===== src/rtl/cp0_pkg.sv =====
// Shared CP0 register numbers, exception codes and field positions.
package cp0_pkg;

   localparam logic [4:0] REG_COUNT   = 5'd9;
   localparam logic [4:0] REG_COMPARE = 5'd11;
   localparam logic [4:0] REG_STATUS  = 5'd12;
   localparam logic [4:0] REG_CAUSE   = 5'd13;
   localparam logic [4:0] REG_EPC     = 5'd14;
   localparam logic [4:0] REG_PRID    = 5'd15;

   localparam logic [4:0] EXC_INT = 5'h00;
   localparam logic [4:0] EXC_OV  = 5'h0C;

   localparam int ST_IE     = 0;
   localparam int ST_EXL    = 1;
   localparam int ST_IM_LO  = 8;
   localparam int CA_IP_LO  = 8;

endpackage


===== src/rtl/cp0_timer.sv =====
// Count/Compare timer: Count advances once every COUNT_DIV cycles and raises TI on a Compare match.
module cp0_timer #(
   parameter int COUNT_DIV = 2
) (
   input  logic        clk,
   input  logic        rst_n,
   input  logic        count_we,
   input  logic        compare_we,
   input  logic [31:0] wdata,
   output logic [31:0] count,
   output logic [31:0] compare,
   output logic        ti
);

   localparam int PW = (COUNT_DIV > 1) ? $clog2(COUNT_DIV) : 1;

   logic [PW-1:0] phase_q, phase_d;
   logic [31:0]   count_q, count_d;
   logic [31:0]   compare_q, compare_d;
   logic          ti_q, ti_d;
   logic          tick;

   assign tick = (phase_q == PW'(COUNT_DIV - 1));

   always_comb begin
      phase_d   = tick ? '0 : phase_q + PW'(1);
      count_d   = count_q;
      compare_d = compare_q;
      ti_d      = ti_q;
      if (count_we) begin
         count_d = wdata;
         phase_d = '0;
      end else if (tick) begin
         count_d = count_q + 32'd1;
         if (count_d == compare_q) ti_d = 1'b1;
      end
      // A Compare write acknowledges the timer even if a match lands on the same edge.
      if (compare_we) begin
         compare_d = wdata;
         ti_d      = 1'b0;
      end
   end

   always_ff @(posedge clk or negedge rst_n) begin
      if (!rst_n) begin
         phase_q   <= '0;
         count_q   <= '0;
         compare_q <= '0;
         ti_q      <= 1'b0;
      end else begin
         phase_q   <= phase_d;
         count_q   <= count_d;
         compare_q <= compare_d;
         ti_q      <= ti_d;
      end
   end

   assign count   = count_q;
   assign compare = compare_q;
   assign ti      = ti_q;

endmodule


===== src/rtl/cp0_exception.sv =====
// CP0 exception responder: Status/Cause/EPC state, interrupt/overflow entry, ERET return, MTC0/MFC0.
module cp0_exception
   import cp0_pkg::*;
#(
   parameter logic [31:0] EXC_VECTOR = 32'hBFC0_0380,
   parameter logic [31:0] PRID       = 32'h0001_8000,
   parameter int          COUNT_DIV  = 2
) (
   input  logic        clk,
   input  logic        rst_n,
   input  logic        valid_E,
   input  logic [31:0] pc_E,
   input  logic        bd_E,
   input  logic        overflow_E,
   input  logic        eret_E,
   input  logic        mtc0_we,
   input  logic [4:0]  cp0_addr,
   input  logic [31:0] cp0_wdata,
   output logic [31:0] cp0_rdata,
   input  logic [5:0]  hw_int,
   output logic        redirect,
   output logic [31:0] redirect_pc,
   output logic        exl_o,
   output logic [31:0] epc_o
);

   logic [7:0]  im_q, im_d;
   logic        exl_q, exl_d, ie_q, ie_d, bd_q, bd_d;
   logic [1:0]  ip_sw_q, ip_sw_d;
   logic [4:0]  exc_code_q, exc_code_d;
   logic [5:0]  hw_q, hw_d;
   logic [31:0] epc_q, epc_d;
   logic [31:0] count, compare;
   logic        ti;
   logic [7:0]  ip;
   logic        int_pend, exc, eret_take, wr;
   logic [31:0] status_r, cause_r;

   assign ip        = {hw_q[5] | ti, hw_q[4:0], ip_sw_q};
   assign int_pend  = (|(ip & im_q)) & ie_q & ~exl_q;
   assign exc       = valid_E & (int_pend | overflow_E);
   assign eret_take = valid_E & eret_E & ~exc;
   assign wr        = mtc0_we & valid_E & ~exc;

   // Gated with rst_n so the flush drops the moment reset asserts, whatever E holds.
   assign redirect    = rst_n & (exc | eret_take);
   assign redirect_pc = exc ? EXC_VECTOR : epc_q;

   cp0_timer #(.COUNT_DIV(COUNT_DIV)) u_timer (
      .clk        (clk),
      .rst_n      (rst_n),
      .count_we   (wr && (cp0_addr == REG_COUNT)),
      .compare_we (wr && (cp0_addr == REG_COMPARE)),
      .wdata      (cp0_wdata),
      .count      (count),
      .compare    (compare),
      .ti         (ti)
   );

   always_comb begin
      im_d       = im_q;
      exl_d      = exl_q;
      ie_d       = ie_q;
      bd_d       = bd_q;
      ip_sw_d    = ip_sw_q;
      exc_code_d = exc_code_q;
      epc_d      = epc_q;
      hw_d       = hw_int;
      if (wr) begin
         case (cp0_addr)
            REG_STATUS: begin
               im_d  = cp0_wdata[ST_IM_LO +: 8];
               exl_d = cp0_wdata[ST_EXL];
               ie_d  = cp0_wdata[ST_IE];
            end
            REG_CAUSE: ip_sw_d = cp0_wdata[CA_IP_LO +: 2];
            REG_EPC:   epc_d   = cp0_wdata;
            default: ;
         endcase
      end
      // Nested exceptions keep the original return point.
      if (exc) begin
         if (!exl_q) begin
            epc_d = bd_E ? pc_E - 32'd4 : pc_E;
            bd_d  = bd_E;
         end
         exc_code_d = int_pend ? EXC_INT : EXC_OV;
         exl_d      = 1'b1;
      end else if (eret_take) begin
         exl_d = 1'b0;
      end
   end

   always_ff @(posedge clk or negedge rst_n) begin
      if (!rst_n) begin
         im_q       <= '0;
         exl_q      <= 1'b0;
         ie_q       <= 1'b0;
         bd_q       <= 1'b0;
         ip_sw_q    <= '0;
         exc_code_q <= '0;
         hw_q       <= '0;
         epc_q      <= '0;
      end else begin
         im_q       <= im_d;
         exl_q      <= exl_d;
         ie_q       <= ie_d;
         bd_q       <= bd_d;
         ip_sw_q    <= ip_sw_d;
         exc_code_q <= exc_code_d;
         hw_q       <= hw_d;
         epc_q      <= epc_d;
      end
   end

   assign status_r = {16'b0, im_q, 6'b0, exl_q, ie_q};
   assign cause_r  = {bd_q, ti, 14'b0, ip, 1'b0, exc_code_q, 2'b0};

   always_comb begin
      cp0_rdata = '0;
      case (cp0_addr)
         REG_COUNT:   cp0_rdata = count;
         REG_COMPARE: cp0_rdata = compare;
         REG_STATUS:  cp0_rdata = status_r;
         REG_CAUSE:   cp0_rdata = cause_r;
         REG_EPC:     cp0_rdata = epc_q;
         REG_PRID:    cp0_rdata = PRID;
         default:     cp0_rdata = '0;
      endcase
   end

   assign exl_o = exl_q;
   assign epc_o = epc_q;

endmodule


===== config.mk =====
export PLATFORM = sky130hd
export DESIGN_NAME = cp0_exception
export DESIGN_NICKNAME = d
export VERILOG_FILES = /design/src/rtl/cp0_pkg.sv /design/src/rtl/cp0_timer.sv /design/src/rtl/cp0_exception.sv
export SDC_FILE = /design/constraint.sdc
export NUM_CORES = 1
export LEC_CHECK = 0
export ABC_CLOCK_PERIOD_IN_PS = 2620
export BUFFER_PORTS_ARGS = -buffer_cell sky130_fd_sc_hd__buf_2
export CAP_MARGIN = 10
export CORE_ASPECT_RATIO = 2
export CORE_MARGIN = 2
export CORE_UTILIZATION = 35
export CTS_CLUSTER_DIAMETER = 40
export DETAILED_ROUTE_END_ITERATION = 10
export SKIP_LAST_GASP = 1
export SYNTH_ARGS = -nofsm -noshare
export SYNTH_HDL_FRONTEND = slang
export SYNTH_SLANG_ARGS = --single-unit

===== constraint.sdc =====
create_clock -name clk -period 2.62 [get_ports clk]
set_clock_uncertainty 0.1 [all_clocks]
set_input_delay 0.262 -clock clk [delete_from_list [all_inputs] [get_ports clk]]
set_output_delay 0.262 -clock clk [all_outputs]
set_load 0.05 [all_outputs]

After elaboration in Yosys (flattened, before gate mapping)

Cells that the tools add are included.
W data, S select, Z words.

Add/subtract/negate cells: 3
Equal/unequal tests: 8
Muxes and demuxes: 20
Bitwise operators: 14
Reduce and logical (&&, ||, !) cells: 13

Operators by type and width:

| cell                    | number |
|---|---|
| $mux W32                | 8 |
| $pmux W32 S6            | 1 |
| $add A32 B1 Y32 const B | 1 |
| $eq A32 B32 Y1          | 1 |
| $sub A32 B3 Y32 const B | 1 |
| $eq A5 B4 Y1 const B    | 6 |
| $mux W1                 | 10 |
| $and A1 B1 Y1           | 8 |
| $and A8 B8 Y8           | 1 |
| $reduce_and A2 Y1       | 4 |
| $reduce_or A8 Y1        | 1 |
| $reduce_bool A2 Y1      | 3 |
| $reduce_bool A3 Y1      | 2 |
| $mux W4                 | 1 |
| $or A1 B1 Y1            | 3 |
| $reduce_and A3 Y1       | 1 |
| $logic_and A1 B1 Y1     | 2 |
| $ne A2 B2 Y1 const B    | 1 |
| $not A1 Y1              | 2 |
| $add A1 B1 Y1 const B   | 1 |

Flip-flop bits (word level): 122
Bits of input ports: 82
Output and inout bits: 98
Word-level logic and storage cells: 70

Longest topological paths before layout

Word-level depth: 12
Gate-level depth with buffers: 9
Depth with buffers taken out: 8

By module

Synthesis repeated with hierarchy kept, for this count alone.

Cell total of the unflattened synthesis: 907
Area, all modules: 8040.2 um^2

By module, submodules not included:

| module        | times used | cells an instance | area each (um^2) | sequential area each (um^2) |
|---|---|---|---|---|
| cp0_exception | 1          | 492               | 4050.1           | 1301.2 |
| cp0_timer     | 1          | 415               | 3990.1           | 1651.6 |

Worst setup path after synthesis

OpenSTA, ideal clock, no wires.

Path kind: input-to-output
Start point: in cp0_addr[1]
End point: out cp0_rdata[10]
Arrival: 2.324 ns
Required time: 2.258 ns
Slack: -0.066 ns
Cell stages on the path: 6
Buffers on the path: 2
Path through: clkbuf_1 buf_1 mux2i_1 nor2_1 a21oi_1 o21ai_0

Cells in the longest elaborated chain, start to end: 2
Elaborated cells between the ends (all ways): 7
Classes of those cells: eq/ne (6); mux (1)

Ends and longest elaborated chain:

| element          | RTL line             | source |
|---|---|---|
| start, declared  | cp0_exception.sv:17  | `input logic [4:0] cp0_addr,` |
| $eq A5 B4 Y1     | cp0_exception.sv:121 | `case (cp0_addr)` |
| $pmux W32 S6 (*) | cp0_exception.sv:121 |  |
| end, declared    | cp0_exception.sv:19  | `output logic [31:0] cp0_rdata,` |

Every way passes the cells marked *; elsewhere a longest branch is shown, timed or not.

Final worst setup path

Start point: reg im_q[6]
End point: out redirect_pc[20]

Cells in the longest elaborated chain, start to end: 7

Ends and longest elaborated chain:

| element                     | RTL line             | source |
|---|---|---|
| start, declared             | cp0_exception.sv:27  | `logic [7:0] im_q, im_d;` |
| start signal, assigned      | cp0_exception.sv:105 | `im_q <= im_d;` |
| $and A8 B8 Y8               | cp0_exception.sv:40  | `assign int_pend = (\|(ip & im_q)) & ie_q & ~exl_q;` |
| $reduce_or A8 Y1            | cp0_exception.sv:40  |  |
| $and A1 B1 Y1 (2 in series) | cp0_exception.sv:40  |  |
| $or A1 B1 Y1                | cp0_exception.sv:41  | `assign exc = valid_E & (int_pend \| overflow_E);` |
| $and A1 B1 Y1               | cp0_exception.sv:41  |  |
| $mux W32                    | cp0_exception.sv:47  | `assign redirect_pc = exc ? EXC_VECTOR : epc_q;` |
| end, declared               | cp0_exception.sv:22  | `output logic [31:0] redirect_pc,` |

No other way between the ends.

==> summary.md <==
| Metric | Value |
|---|---|
| CP required | `~2.3 ns` |
| Worst slew pin tran | `~0.69 ns` |
| Clock power share | `0.288` |
| Drt wl/cell | `around 21 um` |
| Largest net degree at the start of global routing | `119` |
| Number of DRC markers in iteration 0 | `619` |
| Initial core utilization | `0.353` |
| Clock-pin slew on the worst setup and hold paths | `roughly 0.06 ns` |
| Via count | `roughly 7600` |
| Avg Inst Size Synth | `~9 um2` |
| Synth area leaders | `dfrtp_1 (38%), mux2_2 (6.5%), xnor2_1 (6.1%), xor2_1 (6.1%), mux2i_1 (4.4%)` |
| Final Hold Fails | `0` |
| Post-synth EDFFs | `0` |
| Remaining DRCs | `0` |
| Leakage | `0.00469 uW` |
| Die height | `about 210 um` |
| Top cell type by total area after synthesis | `dfrtp_1` |
| H-tree levels | `4` |
| Relative slew slack | `0.543` |
| Period utilization | `0.993` |
| Status | `finished clean` |
| Aggregate global-route resource usage | `0.253` |
| Grt ovf | `0` |
| Critical Path End Type | `output port` |
| First-pass GRT wire length | `around 44000 um` |
| DRT Pass-1 Iters | `9` |
| NetSw | `roughly 3400 uW` |
| CTS tree | `done` |
| Deepest clock path buffer count | `2` |
| Max incr delay on CP | `0.39 ns` |
| Routed wire length | `between 20000 and 30000 um` |
| Layout Cells excl Fill | `1385` |
| Max Fclk | `roughly 380 MHz` |
| P&R area growth vs syn | `33.4%` |
| Sequential power share | `0.325` |
| Synth Net Count | `about 950` |
| Fraction of registers with async set/reset | `1.00` |
| CP Class | `reg -> out` |
| Comb power frac | `0.387` |
| Antenna-violating nets left | `0` |
| Layout cell share with drive strength beyond 1 | `0.328` |
| Setup TNS | `0 ns` |
| CP Launch Type | `register` |
| Final setup fails | `0` |
| CP Cell Sequence | `a222oi_1 -> buf_4 -> a21oi_2 -> o21ai_4 -> buf_6 -> and2_1 -> buf_4` |
| DP Area | `9410 um2` |
| Worst VDD drop | `0.488 mV` |
| RePlAce Congestion | `a little over 0.9` |
| Die ar. | `between 20000 and 25000 um2` |
| Post-route cell area | `between 10000 and 15000 um2` |
| Critical path data arrival time | `approximately 2.2 ns` |
| WHS | `between 0.015 and 0.02 ns` |
| Initial antenna violation count | `0` |
| Critical path peak fanout | `7` |
| Vias per std cell | `around 5.5` |
| Internal | `4930 uW` |
| Core Box Area | `approximately 22000 um2` |
| Count leader, synth | `dfrtp_1` |
| Most instantiated cells after synthesis | `dfrtp_1 (118), nand2_1 (72), nor2_1 (67)` |
| Synth Instances | `between 800 and 900` |
| Clk root buf | `clkbuf_16` |
| Final Net Count | `~1200` |
| HPWL Detailed | `between 20000 and 25000 um` |
| Std-Cell Rows | `77` |
| Die W | `around 110 um` |
| Worst-skew pair later-pin latency | `0.43 ns` |
| Period minus WS final | `roughly 2.6 ns` |
| Warnings, synthesis | `0` |
| Switching share of power | `0.410` |
| Port buffer count | `between 150 and 200` |
| Pwr/cell area | `roughly 810 nW/um2` |
| Number of global-route vias before repair | `7692` |
| Ports | `180` |
| Num CTS Buffers | `17` |
| CTS Sinks | `118` |
| CP max-delay cell | `dfrtp_1` |
| Sequential-to-total area share from yosys stat | `0.381` |
| Dpl cells | `~1300` |
| Path type of the worst min-delay path | `in -> reg` |
| Maxcap violations | `0` |
| Synth Register Bits | `118` |
| Synth top area share | `0.381` |
| Prevailing post-synth register cell | `dfrtp_1` |
| Yosys cell types | `54` |
| Max-slew violations | `0` |
| Mapped cell area | `around 7800 um2` |
| Cell mode on critical path | `buf_4` |
| RSZ-0062 raised after global routing | `yes` |
[final timing paths]
| kind | cells after the start | slack, ns | to | start |
|---|---|---|---|---|
| min | 2 | 0.02 | u_timer.compare[29] | cp0_wdata[29] |
| max in group asynchronous | 3 | 1.45 | u_timer.compare[17] | rst_n |
| max | 7 | 0.02 | redirect_pc[20] | im_q[6] |
| min in group asynchronous | 3 | 0.42 | u_timer.count[13] | rst_n |
| max reg2reg | 11 | 0.12 | u_timer.ti | u_timer.count[1] |
| min reg2reg | 1 | 0.44 | ip_sw_q[0] | ip_sw_q[0] |
[cell usage in the layout, fill, tap and decap left out, drive strengths merged, types with 3 or more instances in the layout]
cell         count
buf            252
dfrtp          118
nand2           72
nor2            67
a21oi           56
xnor2           54
xor2            54
mux2            45
o21ai           41
clkbuf          37
mux2i           34
and2            24
inv             23
nand3           23
nand4           23
a222oi          22
nor3            21
nor2b           16
nand2b          14
nor4            13
a211oi          10
dlygate4sd3     10
a22oi           10
and4             8
and3             8
or4              6
clkinv           5
a31oi            4
nor3b            4
or3              3
bufinv           3
nand3b           3
nor4b            3
[metrics by stage]
| step | worst slack [ns] | power (uW) | util |
|---|---|---|---|
| after floorplan | 0.0406 | 4690 | - |
| after global placement | 0.0964 | 5810 | 0.428 |
| after detailed placement | 0.0820 | 5840 | 0.428 |
| after CTS | -0.00740 | 8290 | 0.462 |
| after global routing | -0.120 | 8720 | 0.471 |
| final | 0.0172 | 8360 | 0.471 |
[layer usage]
layer  track usage  routed length, um
met1         0.255              10100
met2         0.463              15800
met3        0.0280               1450
met4         0.183               2310
met5             0                  0
[cells by family (layout without fill, tap and decap cells)]
group                    after synthesis  count (layout)  synth area share
AND/OR/NAND/NOR                      312             312             0.211
AO/OA/AOI/OAI                        156             156             0.129
flip-flops                           118             118             0.381
XOR/XNOR                             108             108             0.122
buffers and inverters                 90             332            0.0455
multiplexers                          79              79             0.109
adder cells (fa/ha/maj)                2               2           0.00323
other                                  0               2                 0
[state kept, by name, summed over array words and instances, names as in the netlist]
| name | count |
|---|---|
| exc_code_q | 1 |
| u_timer.count | 32 |
| ip_sw_q | 2 |
| ie_q | 1 |
| exl_o | 1 |
| epc_o | 32 |
| bd_q | 1 |
| im_q | 8 |
| hw_q | 6 |
| u_timer.ti | 1 |
| u_timer.compare | 32 |
| u_timer.phase_q | 1 |
[worst max-delay path, delay by kind of cell, from the launching register on]
family | cells | cell delay (ns)
flops | 1 | 0.39
buf+inv | 3 | 0.58
simple gates | 1 | 0.18
compound gates | 3 | 0.65
[area by class of cell]
class                   instances  area, um2
multi-input cells             657       4530
clock inverters                10        149
well taps                     276        345
clock buffers                  22        454
flip-flops and latches        118       2950
fillers                      2174      11600
inverters                      23       86.3
repair buffers                277       1820
diodes                          2       5.00
[power by group through the flow]
stage,combinational (uW),sequential (uW),clock [uW]
finish,3240,2720,2400
global route,3440,2760,2510
CTS,3140,2720,2430
detailed placement,3090,2750,0
global placement,3070,2740,0
floorplan,1800,2890,0
[timing repair]
item | in CTS | in global routing
hold endpoints to repair | 127 | 0
pin swaps | 3 | 2
buffers inserted | 3 | 9
hold buffers | 10 | 0
cloned | 0 | 1
resized for setup | 7 | 45
setup endpoints to repair | 20 | 33
(Power assumes the default switching activity.)
